$ cat src/rtl/npu_stream_loader.sv
// Streams host beats into the image, conv-weight and dense-weight RAMs in fixed order.
// Optional running checksum output enabled by defining NPU_LOADER_CSUM_EN.
module npu_stream_loader #(
  parameter int DATA_W      = 32,
  parameter int LANES       = 4,
  parameter int IMG_WORDS   = 225,
  parameter int CONV_BYTES  = 18816,
  parameter int DENSE_WORDS = 4203,
  parameter int IMG_AW      = 10,
  parameter int CONV_AW     = 15,
  parameter int DENSE_AW    = 15
) (
  input  logic                clk,
  input  logic                reset,
  input  logic                start,
  input  logic                abort,
  input  logic                wr_valid,
  input  logic [DATA_W-1:0]   writedata,
  output logic                wr_ready,
  output logic                busy,
  output logic                done,
  output logic [1:0]          segment,
`ifdef NPU_LOADER_CSUM_EN
  output logic [31:0]         csum,
`endif
  output logic [LANES-1:0]    img_we,
  output logic [IMG_AW-1:0]   img_addr,
  output logic [DATA_W-1:0]   img_data,
  output logic                conv_we,
  output logic [CONV_AW-1:0]  conv_addr,
  output logic [7:0]          conv_data,
  output logic [LANES-1:0]    dense_we,
  output logic [DENSE_AW-1:0] dense_addr,
  output logic [DATA_W-1:0]   dense_data
);

  localparam int CNT_W = (IMG_AW > CONV_AW) ? ((IMG_AW > DENSE_AW) ? IMG_AW : DENSE_AW)
                                            : ((CONV_AW > DENSE_AW) ? CONV_AW : DENSE_AW);
  localparam logic [CNT_W-1:0] IMG_LAST   = CNT_W'(IMG_WORDS - 1);
  localparam logic [CNT_W-1:0] CONV_LAST  = CNT_W'(CONV_BYTES - 1);
  localparam logic [CNT_W-1:0] DENSE_LAST = CNT_W'(DENSE_WORDS - 1);

  if (DATA_W != 8 * LANES) begin : g_chk_width
    $error("npu_stream_loader: DATA_W must equal 8*LANES");
  end
  if (IMG_WORDS < 1 || IMG_WORDS > (1 << IMG_AW)) begin : g_chk_img
    $error("npu_stream_loader: IMG_WORDS out of range for IMG_AW");
  end
  if (CONV_BYTES < 1 || CONV_BYTES > (1 << CONV_AW)) begin : g_chk_conv
    $error("npu_stream_loader: CONV_BYTES out of range for CONV_AW");
  end
  if (DENSE_WORDS < 1 || DENSE_WORDS > (1 << DENSE_AW)) begin : g_chk_dense
    $error("npu_stream_loader: DENSE_WORDS out of range for DENSE_AW");
  end

  typedef enum logic [1:0] {
    S_IDLE  = 2'd0,
    S_IMG   = 2'd1,
    S_CONV  = 2'd2,
    S_DENSE = 2'd3
  } state_t;

  state_t              state_q, state_d;
  logic [CNT_W-1:0]    cnt_q, cnt_d;
  logic                img_we_q, img_we_d;
  logic [IMG_AW-1:0]   img_addr_q, img_addr_d;
  logic [DATA_W-1:0]   img_data_q, img_data_d;
  logic                conv_we_q, conv_we_d;
  logic [CONV_AW-1:0]  conv_addr_q, conv_addr_d;
  logic [7:0]          conv_data_q, conv_data_d;
  logic                dense_we_q, dense_we_d;
  logic [DENSE_AW-1:0] dense_addr_q, dense_addr_d;
  logic [DATA_W-1:0]   dense_data_q, dense_data_d;
  logic                done_q, done_d;
  logic                accept;

  assign busy     = (state_q != S_IDLE);
  assign wr_ready = busy && !abort;
  assign accept   = wr_valid && wr_ready;
  assign segment  = state_q;

  always_comb begin
    state_d      = state_q;
    cnt_d        = cnt_q;
    img_we_d     = 1'b0;
    conv_we_d    = 1'b0;
    dense_we_d   = 1'b0;
    done_d       = 1'b0;
    img_addr_d   = img_addr_q;
    img_data_d   = img_data_q;
    conv_addr_d  = conv_addr_q;
    conv_data_d  = conv_data_q;
    dense_addr_d = dense_addr_q;
    dense_data_d = dense_data_q;

    unique case (state_q)
      S_IDLE: begin
        if (start) begin
          state_d = S_IMG;
          cnt_d   = '0;
        end
      end
      S_IMG: begin
        if (accept) begin
          img_we_d   = 1'b1;
          img_addr_d = cnt_q[IMG_AW-1:0];
          img_data_d = writedata;
          if (cnt_q == IMG_LAST) begin
            cnt_d   = '0;
            state_d = S_CONV;
          end else begin
            cnt_d = cnt_q + CNT_W'(1);
          end
        end
      end
      S_CONV: begin
        if (accept) begin
          conv_we_d   = 1'b1;
          conv_addr_d = cnt_q[CONV_AW-1:0];
          conv_data_d = writedata[7:0];
          if (cnt_q == CONV_LAST) begin
            cnt_d   = '0;
            state_d = S_DENSE;
          end else begin
            cnt_d = cnt_q + CNT_W'(1);
          end
        end
      end
      S_DENSE: begin
        if (accept) begin
          dense_we_d   = 1'b1;
          dense_addr_d = cnt_q[DENSE_AW-1:0];
          dense_data_d = writedata;
          if (cnt_q == DENSE_LAST) begin
            cnt_d   = '0;
            state_d = S_IDLE;
            done_d  = 1'b1;
          end else begin
            cnt_d = cnt_q + CNT_W'(1);
          end
        end
      end
      default: begin
        state_d = S_IDLE;
        cnt_d   = '0;
      end
    endcase

    // Abort only matters mid-load; in IDLE a coincident start still takes effect.
    if (busy && abort) begin
      state_d = S_IDLE;
      cnt_d   = '0;
    end
  end

  // Write-port register stage: one cycle from acceptance to RAM strobe.
  always_ff @(posedge clk) begin
    if (reset) begin
      state_q      <= S_IDLE;
      cnt_q        <= '0;
      img_we_q     <= 1'b0;
      img_addr_q   <= '0;
      img_data_q   <= '0;
      conv_we_q    <= 1'b0;
      conv_addr_q  <= '0;
      conv_data_q  <= '0;
      dense_we_q   <= 1'b0;
      dense_addr_q <= '0;
      dense_data_q <= '0;
      done_q       <= 1'b0;
    end else begin
      state_q      <= state_d;
      cnt_q        <= cnt_d;
      img_we_q     <= img_we_d;
      img_addr_q   <= img_addr_d;
      img_data_q   <= img_data_d;
      conv_we_q    <= conv_we_d;
      conv_addr_q  <= conv_addr_d;
      conv_data_q  <= conv_data_d;
      dense_we_q   <= dense_we_d;
      dense_addr_q <= dense_addr_d;
      dense_data_q <= dense_data_d;
      done_q       <= done_d;
    end
  end

  assign img_we     = {LANES{img_we_q}};
  assign img_addr   = img_addr_q;
  assign img_data   = img_data_q;
  assign conv_we    = conv_we_q;
  assign conv_addr  = conv_addr_q;
  assign conv_data  = conv_data_q;
  assign dense_we   = {LANES{dense_we_q}};
  assign dense_addr = dense_addr_q;
  assign dense_data = dense_data_q;
  assign done       = done_q;

`ifdef NPU_LOADER_CSUM_EN
  logic [31:0] csum_q, csum_d;

  function automatic logic [31:0] csum_add(input logic [31:0] acc, input logic [DATA_W-1:0] w);
    return acc + 32'(w);
  endfunction

  always_comb begin
    csum_d = csum_q;
    if (!busy && start) begin
      csum_d = '0;
    end else if (accept) begin
      csum_d = csum_add(csum_q, writedata);
    end
  end

  always_ff @(posedge clk) begin
    if (reset) begin
      csum_q <= '0;
    end else begin
      csum_q <= csum_d;
    end
  end

  assign csum = csum_q;
`endif

endmodule

$ cat config.mk
export PLATFORM = sky130hd
export DESIGN_NAME = npu_stream_loader
export DESIGN_NICKNAME = d
export VERILOG_FILES = /design/src/rtl/npu_stream_loader.sv
export SDC_FILE = /design/constraint.sdc
export NUM_CORES = 1
export LEC_CHECK = 0
export BUFFER_PORTS_ARGS = -buffer_cell sky130_fd_sc_hd__buf_2
export CAP_MARGIN = 20
export CORE_MARGIN = 2
export CORE_UTILIZATION = 50
export CTS_CLUSTER_SIZE = 10
export DETAILED_ROUTE_END_ITERATION = 16
export PLACE_DENSITY_LB_ADDON = 0.08
export SLEW_MARGIN = 0
export SYNTH_ARGS = -nofsm -noshare
export SYNTH_HDL_FRONTEND = slang
export SYNTH_SLANG_ARGS = --single-unit
$ cat constraint.sdc
create_clock -name clk -period 2.85 [get_ports clk]
set_clock_uncertainty 0.15 [all_clocks]
set_input_delay 0.57 -clock clk [delete_from_list [all_inputs] [get_ports clk]]
set_output_delay 0.57 -clock clk [all_outputs]
set_load 0.01 [all_outputs]
# Word-level counts from Yosys, hierarchy flattened
# Cells that the tools add are included.
# totals
ff_bits	133
output_inout_bits	126
word_cells	64
# classes
n_addsub	1
eq_ne	13
n_mux	18
n_bitwise	4
n_reduce_logical	16
# ops
operator	count
$mux W15	7
$pmux W15 S4	1
$add A15 B1 Y15 const B	1
$eq A15 B13 Y1 const B	1
$eq A15 B15 Y1 const B	1
$eq A15 B8 Y1 const B	1
$mux W2	7
$ne A2 B2 Y1 const B	7
$pmux W2 S4	1
$reduce_or A2 Y1	4
$reduce_and A7 Y1	1
$reduce_and A2 Y1	3
$eq A2 B2 Y1 const B	2
$not A1 Y1	4
$reduce_and A4 Y1	1
$logic_and A1 B1 Y1	3
$reduce_or A3 Y1	1
$eq A2 B1 Y1 const B	1
$logic_not A2 Y1	1
$mux W1	2
$reduce_bool A2 Y1	1
$logic_not A1 Y1	1

# Logic depth before layout (Yosys ltp)
# Gate-level depths: netlist (run 1).
# depth
ltp_word	5
depth_mapped	8
depth_no_buf	7

# Least setup slack after synthesis (run 1)
# OpenSTA, ideal clock, no wires.
# synth_timing
kind	reg2reg
startpoint	reg state_q[0], in the netlist segment[0]
endpoint	reg dense_addr_q[2], in the netlist dense_addr[2]
setup_time_ns	0.070
arrival_time_ns	1.963
t_required_ns	2.630
slack_ns	0.666
path_stages_with_launch	9
cell_sequence	dfxtp_1 > inv_1 > ha_1 > nor3b_2 > and2_1 > clkbuf_1 > buf_2 > nand2_1 > a21oi_1
# synth_between
elab_chain_cells	4
elab_cells_between_ends	5
classes_between	eq/ne (1); reduce/logical (4)
# synth_lines
element	line	text
from (decl)	63	state_t state_q, state_d;
from (signal assigned)	172	state_q <= state_d;
$reduce_bool A2 Y1	77	assign busy = (state_q != S_IDLE);
$logic_and A1 B1 Y1	78	assign wr_ready = busy && !abort;
$logic_and A1 B1 Y1	79	assign accept = wr_valid && wr_ready;
$reduce_and A2 Y1 (no line) *	n/a	
to (signal assigned)	181	dense_addr_q <= dense_addr_d;
to (decl)	72	logic [DENSE_AW-1:0] dense_addr_q, dense_addr_d;
# Mark *: on every way between the ends. The rest lies on a longest branch, timed or not.
# A chain may end at the register's enable or synchronous reset.

# Worst setup path in the final report (run 1)
# layout_timing
startpoint	reg state_q[0], in the netlist segment[0]
endpoint	reg cnt_q[10]
# layout_between
elab_chain_cells	5
elab_cells_between_ends	15
classes_between	eq/ne (7); mux (1); reduce/logical (7)
# layout_lines
element	line	text
$reduce_bool A2 Y1	77	
$logic_and A1 B1 Y1	78	
$logic_and A1 B1 Y1	79	
$ne A2 B2 Y1 (no line)	n/a	
$reduce_and A4 Y1 (no line)	n/a	
to (signal assigned)	173	cnt_q <= cnt_d;
to (decl)	64	logic [CNT_W-1:0] cnt_q, cnt_d;
# Several ways; a longest one is shown, not always the timed one.

==> results.py, run 1 <==
metrics = {
    "sta": {
        "hold_slack_ps": 155,
        "rsz0062_at_grt": "false",
        "setup_viol": 0,
        "setup_slack_ps": 333,
        "fmax_mhz": 397,
        "fin_crit_sh": 0.883,
        "finalMaxSlewViolations": 0,
        "finalSetupTns_ps": 0,
        "tightestPinTransition_ps": 677,
        "slew_headroom": 0.548,
        "fin_crit_ps": 2520,
        "finalHoldViolations": 0,
    },
    "detailed_routing": {
        "first_pass_iters": 5,
        "drtIter0Drc": 263,
        "vias_per_cell": 5.12,
        "wirelength_um": 13400,
        "ant_nets": 0,
        "routed-via-count": 4711,
        "wire_per_inst_um": 14.5,
        "drc": 0,
    },
    "setup_path": {
        "reg2reg_setup_slack_ps": 330,
        "cp.arrival_ps": 2770,
        "r2r-start": "segment[0]",
        "reg2regPathDepth": 7,
        "required_ps": 3100,
        "critical_path_class": "reg -> reg",
        "crit_start": "segment[0]",
        "worstSetupEndpoint": "cnt_q[10]",
        "cp-start-kind": "register",
        "crit_fanout": 9,
        "reg2reg_to": "cnt_q[10]",
        "worstSetupEndpointType": "register",
    },
    "clock_tree": {
        "cts_buffers": 17,
        "cts_resized": 0,
        "htree_levels": 4,
        "post_cts_buffers": 0,
        "cts_root_buf": "clkbuf_8",
        "cts_hold_buf": 0,
        "clkTransAtPathRegs_ps": 60,
        "clkLatencyLatePin_ps": 510,
        "cts_sinks": 133,
        "clk_path_buf_depth": 2,
        "cts_tree": "yes",
    },
    "die": {
        "start_util": 0.516,
        "rows": 36,
        "die_width_um": 104,
        "io_pins": 163,
        "coreArea_um2": 9770,
        "die_area_um2": 10900,
        "die_h_um": 104,
    },
    "synth": {
        "ys_seq_area_frac": 0.528,
        "netlist_instances": 634,
        "ys_ff_latch": 133,
        "synth_edf_count": 0,
        "netlist_area_um2": 5050,
        "synth.distinct_cells": 40,
        "yosysTopAreaCell": "dfxtp_1",
        "synthTopCellsByArea": "dfxtp_1, nand2_1, a21oi_1",
        "postSynth.asyncResetShare": 0,
        "avgSynthCellArea_um2": 7.96,
        "yosysWarnings": 0,
        "syn-num-nets": 678,
        "synthFlopType": "dfxtp_1",
        "synth_top_area_frac": 0.528,
    },
    "grt": {
        "grt_max_degree": 49,
        "grt_overflow": 0,
        "antenna_found_initial": 0,
        "grt_first_pass_wirelength_um": 21500,
        "grt_pass1_vias": 4414,
        "track_usage": 0.245,
    },
    "power": {
        "power.total_w": 0.00467,
        "powerDensity_nw_per_um2": 716,
        "ir_worst_vdd_mv": 0.489,
        "p_leak_nw": 2.76,
    },
    "final_layout": {
        "layout_common_cells": "nand2_1, buf_2, dfxtp_1, a21oi_1, nor2_1",
        "num_antenna_cells": 0,
        "layout-drive-gt1-share": 0.272,
        "fin_cells": 920,
        "area_growth_pct": 29.2,
        "nNetsFinal": 818,
        "mostFrequentLayoutCell": "nand2_1",
        "fillers": 878,
    },
    "worst_hold_path": {
        "worstHoldPathType": "in -> reg",
    },
    "place": {
        "hpwl_um": 9070,
        "gp_congestion": 0.903,
        "port_buffers": 162,
        "post-place-ws_ps": 375,
        "dp.cells": 888,
    },
    "outcome": {
        "status": "completed",
    },
    "flow_run": {
        "maxCapViolations": 0,
    },
}
==> sequential cells by signal, summed over array words and instances, names as in the netlist, 2 cells and up <==
register,count
cnt_q,15
conv_addr,15
conv_data,8
dense_addr,15
dense_data,32
img_addr,10
img_data,32
segment,2
==> how the worst min path moves through the flow <==
stage	startpoint	to	slack [ps]	cells past startpoint
2_1_floorplan	conv_addr[0]	conv_addr[0]	330	2
3_3_place_gp	dense_data[31]	dense_data[31]	290	2
3_5_place_dp	dense_addr[6]	dense_addr[6]	290	2
4_1_cts	writedata[28]	img_data[28]	130	3
5_1_grt	writedata[12]	dense_data[12]	140	3
6_report	writedata[13]	dense_data[13]	150	3
==> synthesized netlist by cell type (6+ instances only) <==
cell,instances
a21oi_1,115
buf_2,8
buf_4,9
clkbuf_1,36
dfxtp_1,133
ha_1,7
inv_1,6
nand2_1,236
nand3_1,6
nor2_1,21
xnor2_1,6
xor2_1,6
==> per-stage QoR <==
stage,area [µm²],util
4_1_cts,6520,0.667
5_1_grt,6520,0.667
6_report,6520,0.667
3_3_place_gp,5920,0.605
2_1_floorplan,5050,-
3_5_place_dp,5920,0.605
==> layout make-up <==
cell class / instances / area [µm²] / area share
Tap cell: 133 / 166 / 0.0255
Clock inverter: 14 / 185 / 0.0284
Multi-Input combinational cell: 441 / 2120 / 0.325
Inverter: 6 / 22.5 / 0.00345
Clock buffer: 18 / 418 / 0.0641
Sequential cell: 133 / 2660 / 0.408
Timing Repair Buffer: 175 / 948 / 0.145
==> worst max-delay path, stage by stage, from the launching register on <==
cell     delay (ps)
dfxtp_1         410
inv_1            90
ha_1            290
nor3b_2         530
a21oi_1         290
nor4b_1         440
xnor2_1         160
nor2_1           50
==> report_power, final <==
| part | internal, W | switching, W | total, W |
|---|---|---|---|
| Clock | 0.00141 | 0.000784 | 0.00220 |
| Combinational | 0.000182 | 0.000362 | 0.000544 |
| Sequential | 0.00190 | 0.0000334 | 0.00193 |
==> routing by layer <==
layer | track usage | part of all wire
met5 | 0 | 0
met3 | 0.0583 | 0.058
met2 | 0.397 | 0.48
met4 | 0.0907 | 0.016
met1 | 0.317 | 0.44
==> cells by family after synthesis <==
kind of cell,after synthesis,synth area share
fa+ha+maj,7,0.0174
simple gates,293,0.245
flops,133,0.528
buf+inv,60,0.0548
xor+xnor,12,0.0208
mux,1,0.00198
compound gates,128,0.133
Power figures use the tool's default switching activity.
==> run 2, diff against run 1 <==
--- a/config.mk
+++ b/config.mk
@@ -12,6 +12,7 @@
 export CTS_CLUSTER_SIZE = 10
 export DETAILED_ROUTE_END_ITERATION = 16
 export PLACE_DENSITY_LB_ADDON = 0.08
+export REMOVE_ABC_BUFFERS = 1
 export SLEW_MARGIN = 0
 export SYNTH_ARGS = -nofsm -noshare
 export SYNTH_HDL_FRONTEND = slang
==> constraint.sdc (replaced) <==
create_clock -name clk -period 2.85 [get_ports clk]
set_clock_uncertainty 0.15 [all_clocks]
set_input_delay 0.57 -clock clk [delete_from_list [all_inputs] [get_ports clk]]
set_output_delay 0.57 -clock clk [all_outputs]
set_load 0.05 [all_outputs]
==> run 2 against run 1 <==
Power shrank 1.0%; first-iteration DRC count decreased by 24%; critical path type unchanged; core utilization fell by 0.88 points; global-route usage decreased by 0.68 points; die area unchanged; critical path depth stayed put; sequential share of layout area rose by 0.55 points; sequential power is essentially flat; flip-flop and latch count stayed put; worst setup slack better by 81 ps; final cell count fell by 0.54%; combinational power is 22% higher.
==> results.py, run 2 (same netlist as run 1, synthesis figures left out) <==
metrics = {
    "detailed_routing": {
        "first_pass_iters": 4,
        "routed-via-count": 4689,
        "ant_nets": 0,
        "drtIter0Drc": 201,
        "vias_per_cell": 5.12,
        "wire_per_inst_um": 14.1,
        "drc": 0,
        "wirelength_um": 12900,
    },
    "sta": {
        "fin_crit_ps": 2440,
        "slew_headroom": 0.441,
        "rsz0062_at_grt": "false",
        "hold_slack_ps": 155,
        "fin_crit_sh": 0.855,
        "finalMaxSlewViolations": 0,
        "setup_viol": 0,
        "finalSetupTns_ps": 0,
        "tightestPinTransition_ps": 838,
        "finalHoldViolations": 0,
        "fmax_mhz": 410,
    },
    "place": {
        "gp_congestion": 0.875,
        "port_buffers": 162,
        "hpwl_um": 8400,
    },
    "final_layout": {
        "area_growth_pct": 27.4,
        "fillers": 905,
        "nNetsFinal": 815,
        "layout_common_cells": "nand2_1, buf_2, dfxtp_1, a21oi_1, nor2_1",
        "layout-drive-gt1-share": 0.265,
        "num_antenna_cells": 0,
        "mostFrequentLayoutCell": "nand2_1",
    },
    "die": {
        "die_h_um": 104,
        "die_width_um": 104,
        "rows": 36,
        "io_pins": 163,
        "start_util": 0.516,
        "coreArea_um2": 9770,
        "die_area_um2": 10900,
    },
    "setup_path": {
        "cp_slowest_cell": "nor3b_2",
        "crit_fanout": 9,
        "worstSetupEndpointType": "register",
        "cp.arrival_ps": 2690,
        "cp-start-kind": "register",
        "r2r-start": "segment[0]",
        "reg2reg_to": "cnt_q[10]",
        "cp_top_family": "simple AND/OR/NAND/NOR gates",
        "path_cells": "inv_1 > ha_1 > nor3b_2 > a21oi_1 > nor4b_1 > xnor2_1 > nor2_1",
        "required_ps": 3100,
        "reg2reg_setup_slack_ps": 410,
        "crit_buf_inv": 1,
        "reg2regPathDepth": 7,
        "critical_path_class": "reg -> reg",
        "slowest_delay_ps": 480,
    },
    "clock_tree": {
        "clk_path_buf_depth": 2,
        "clkTransAtPathRegs_ps": 60,
        "cts_buffers": 17,
        "cts_resized": 0,
        "cts_tree": "yes",
        "htree_levels": 4,
        "cts_hold_buf": 0,
        "cts_root_buf": "clkbuf_8",
        "post_cts_buffers": 0,
        "cts_sinks": 133,
        "clkLatencyLatePin_ps": 510,
    },
    "power": {
        "powerDensity_nw_per_um2": 719,
        "ir_worst_vdd_mv": 0.639,
        "p_leak_nw": 2.71,
    },
    "grt": {
        "track_usage": 0.238,
        "grt_pass1_vias": 4276,
        "grt_max_degree": 84,
        "grt_first_pass_wirelength_um": 20900,
        "grt_overflow": 0,
        "antenna_found_initial": 0,
    },
    "outcome": {
        "status": "completed",
    },
    "worst_hold_path": {
        "hold_depth": 3,
        "worstHoldStart": "writedata[12]",
        "worstHoldPathType": "in -> reg",
        "hold-path-endpoint": "dense_data[12]",
    },
    "flow_run": {
        "maxCapViolations": 0,
    },
}
run 2: worst max path at each step:
stage                         end  slack (ps)  cells after the start       start
finish                  cnt_q[10]         410                      7  segment[0]
global route            cnt_q[12]         180                      7  segment[0]
CTS                          busy         400                      4  segment[0]
detailed placement      cnt_q[10]         470                      7  segment[0]
global placement        cnt_q[10]         580                      7  segment[0]
floorplan           dense_addr[0]          30                      6  segment[0]
run 2: power breakdown:
| group | total [W] | internal (W) | switching (W) |
|---|---|---|---|
| clock network | 0.00203 | 0.00127 | 0.000756 |
| logic | 0.000665 | 0.000176 | 0.000490 |
| registers | 0.00193 | 0.00190 | 0.0000309 |
| total | 0.00462 | 0.00335 | 0.00128 |
run 2: metal layers:
| layer | share of wire | vias to the layer above | track usage |
|---|---|---|---|
| li1 | - | 2331 | - |
| met4 | 0.018 | 0 | 0.0801 |
| met1 | 0.45 | 2199 | 0.302 |
| met3 | 0.055 | 17 | 0.0733 |
| met5 | 0 | - | 0 |
| met2 | 0.48 | 142 | 0.385 |
run 2: worst reg2reg max path, stage by stage, from the launching register on:
cell	delay [ps]
dfxtp_1	400
inv_1	80
ha_1	290
nor3b_2	480
a21oi_1	270
nor4b_1	440
xnor2_1	170
nor2_1	50
run 2: area by class of cell:
cell class / count / area [µm²] / share of cell area
repair buffers: 172 / 913 / 0.142
well taps: 133 / 166 / 0.0259
clock inverters: 9 / 105 / 0.0163
multi-input cells: 441 / 2110 / 0.329
inverters: 6 / 22.5 / 0.00350
clock buffers: 21 / 449 / 0.0698
flip-flops and latches: 133 / 2660 / 0.414
run 2: metrics by stage:
stage	instance area (µm²)	instances	power, W	utilization	setup slack (ps)
final	6430	915	0.00462	0.658	414
after global routing	6430	915	0.00481	0.658	184
after CTS	6430	915	0.00466	0.658	397
after detailed placement	5880	885	0.00263	0.601	467
after global placement	5880	885	0.00261	0.601	582
after floorplan	4790	580	0.00241	-	30.8
==> run 3, diff against run 2 <==
--- a/config.mk
+++ b/config.mk
@@ -8,10 +8,10 @@
 export BUFFER_PORTS_ARGS = -buffer_cell sky130_fd_sc_hd__buf_2
 export CAP_MARGIN = 20
 export CORE_MARGIN = 2
-export CORE_UTILIZATION = 50
+export CORE_UTILIZATION = 40
 export CTS_CLUSTER_SIZE = 10
 export DETAILED_ROUTE_END_ITERATION = 16
-export PLACE_DENSITY_LB_ADDON = 0.08
+export PLACE_DENSITY = 0.71
 export REMOVE_ABC_BUFFERS = 1
 export SLEW_MARGIN = 0
 export SYNTH_ARGS = -nofsm -noshare
==> run 3 against run 2 <==
First-iteration DRC count rose by 67%; via count fell by 3.8%; hold slack improved by 110 ps; core utilization fell by 14 points; register-to-register slack got worse by 30 ps; die area rose by 24%; sequential power barely moved; global-route usage fell by 4.4 points; cell area rose by 0.95%; routed wire length rose by 0.77%; fmax fell by 1.3%; count of clock-buffer cells in the layout rose by 3; critical endpoint is now cnt_q[11]; largest cell class unchanged.
==> results.py, run 3 (same netlist as run 1, synthesis figures left out) <==
metrics = {
    "clock_tree": {
        "cts_root_buf": "clkbuf_16",
        "cts_buffers": 17,
        "clk_path_buf_depth": 2,
        "cts_tree": "yes",
        "cts_hold_buf": 0,
        "cts_sinks": 133,
        "htree_levels": 4,
        "clkTransAtPathRegs_ps": 60,
        "cts_resized": 0,
        "post_cts_buffers": 0,
        "clkLatencyLatePin_ps": 410,
    },
    "final_layout": {
        "layout_common_cells": "nand2_1, buf_2, dfxtp_1, a21oi_1, nor2_1",
        "num_antenna_cells": 0,
        "layout-drive-gt1-share": 0.267,
        "area_growth_pct": 28.7,
        "nNetsFinal": 818,
        "mostFrequentLayoutCell": "nand2_1",
        "final_area_um2": 6490,
    },
    "sta": {
        "tightestPinTransition_ps": 697,
        "hold_slack_ps": 262,
        "fin_crit_sh": 0.866,
        "setup_viol": 0,
        "fin_crit_ps": 2470,
        "finalSetupTns_ps": 0,
        "finalHoldViolations": 0,
        "fmax_mhz": 405,
        "rsz0062_at_grt": "false",
        "finalMaxSlewViolations": 0,
        "slew_headroom": 0.535,
    },
    "grt": {
        "grt_max_degree": 62,
        "grt_first_pass_wirelength_um": 20500,
        "grt_pass1_vias": 4047,
        "antenna_found_initial": 0,
        "track_usage": 0.194,
        "grt_overflow": 0,
    },
    "power": {
        "p_leak_nw": 2.74,
        "powerDensity_nw_per_um2": 711,
        "ir_worst_vdd_mv": 0.521,
    },
    "outcome": {
        "status": "completed",
    },
    "flow_run": {
        "maxCapViolations": 0,
    },
    "detailed_routing": {
        "wirelength_um": 13000,
        "drtIter0Drc": 335,
        "vias_per_cell": 4.72,
        "drc": 0,
        "first_pass_iters": 4,
        "wire_per_inst_um": 13.6,
        "routed-via-count": 4513,
        "ant_nets": 0,
    },
    "worst_hold_path": {
        "worstHoldPathType": "in -> reg",
    },
    "setup_path": {
        "cp.arrival_ps": 2620,
        "crit_fanout": 9,
        "critical_path_class": "reg -> reg",
        "cp-start-kind": "register",
        "required_ps": 3010,
        "worstSetupEndpointType": "register",
    },
    "die": {
        "die_width_um": 116,
        "rows": 41,
        "die_h_um": 116,
        "coreArea_um2": 12500,
        "die_area_um2": 13500,
        "start_util": 0.405,
        "io_pins": 163,
    },
    "place": {
        "gp_congestion": 0.815,
        "port_buffers": 162,
        "placed_area_um2": 5950,
        "hpwl_um": 8650,
    },
}
run 3: changes by cell type in the layout (fill, tap and decap cells not counted), sizes merged:
cell	change
clkinvlp	-4
buf	+3
clkbuf	+3
bufinv	-1
clkinv	+1
run 3: worst paths after layout:
path         depth (start not counted)  slack (ps)            from             end
max reg2reg                          7         380      segment[0]       cnt_q[11]
min reg2reg                          2         300  dense_data[12]  dense_data[12]
max                                  7         380      segment[0]       cnt_q[11]
min                                  3         260   writedata[23]    img_data[23]
run 3: worst max-delay path, cell delays in order, from the launching register on:
cell and delay [ps]:
dfxtp_1 400, inv_1 90, ha_1 280, nor3b_2 490, a21oi_1 280, nor4_1 430, xnor2_1 180, nor2_1 60
run 3: routing by layer:
layer,global-route usage,vias to the layer above,routed length (µm)
met5,0,-,0
met4,0.0659,0,141
met3,0.0659,12,719
met2,0.302,125,6070
met1,0.253,2042,6100
li1,-,2334,-
run 3: cell type report:
class	instances	area (µm²)
clock inverter	5	50.0
fill	1224	5970
inverter	6	22.5
sequential	133	2660
multi-input combinational	441	2120
timing repair buffer	175	936
tap	172	215
clock buffer	24	492
run 3: power by group:
part / total [W] / internal, W / switching, W
logic: 0.000673 / 0.000179 / 0.000495
clock network: 0.00202 / 0.00127 / 0.000745
registers: 0.00193 / 0.00190 / 0.0000320
total: 0.00462 / 0.00335 / 0.00127
run 3: metrics by stage:
stage	cells	worst slack [ps]	total power [W]	utilization
2_1_floorplan	580	30.8	0.00241	-
3_3_place_gp	927	466	0.00263	0.477
3_5_place_dp	927	424	0.00264	0.477
4_1_cts	956	394	0.00465	0.521
5_1_grt	956	53.6	0.00481	0.521
6_report	956	383	0.00462	0.521
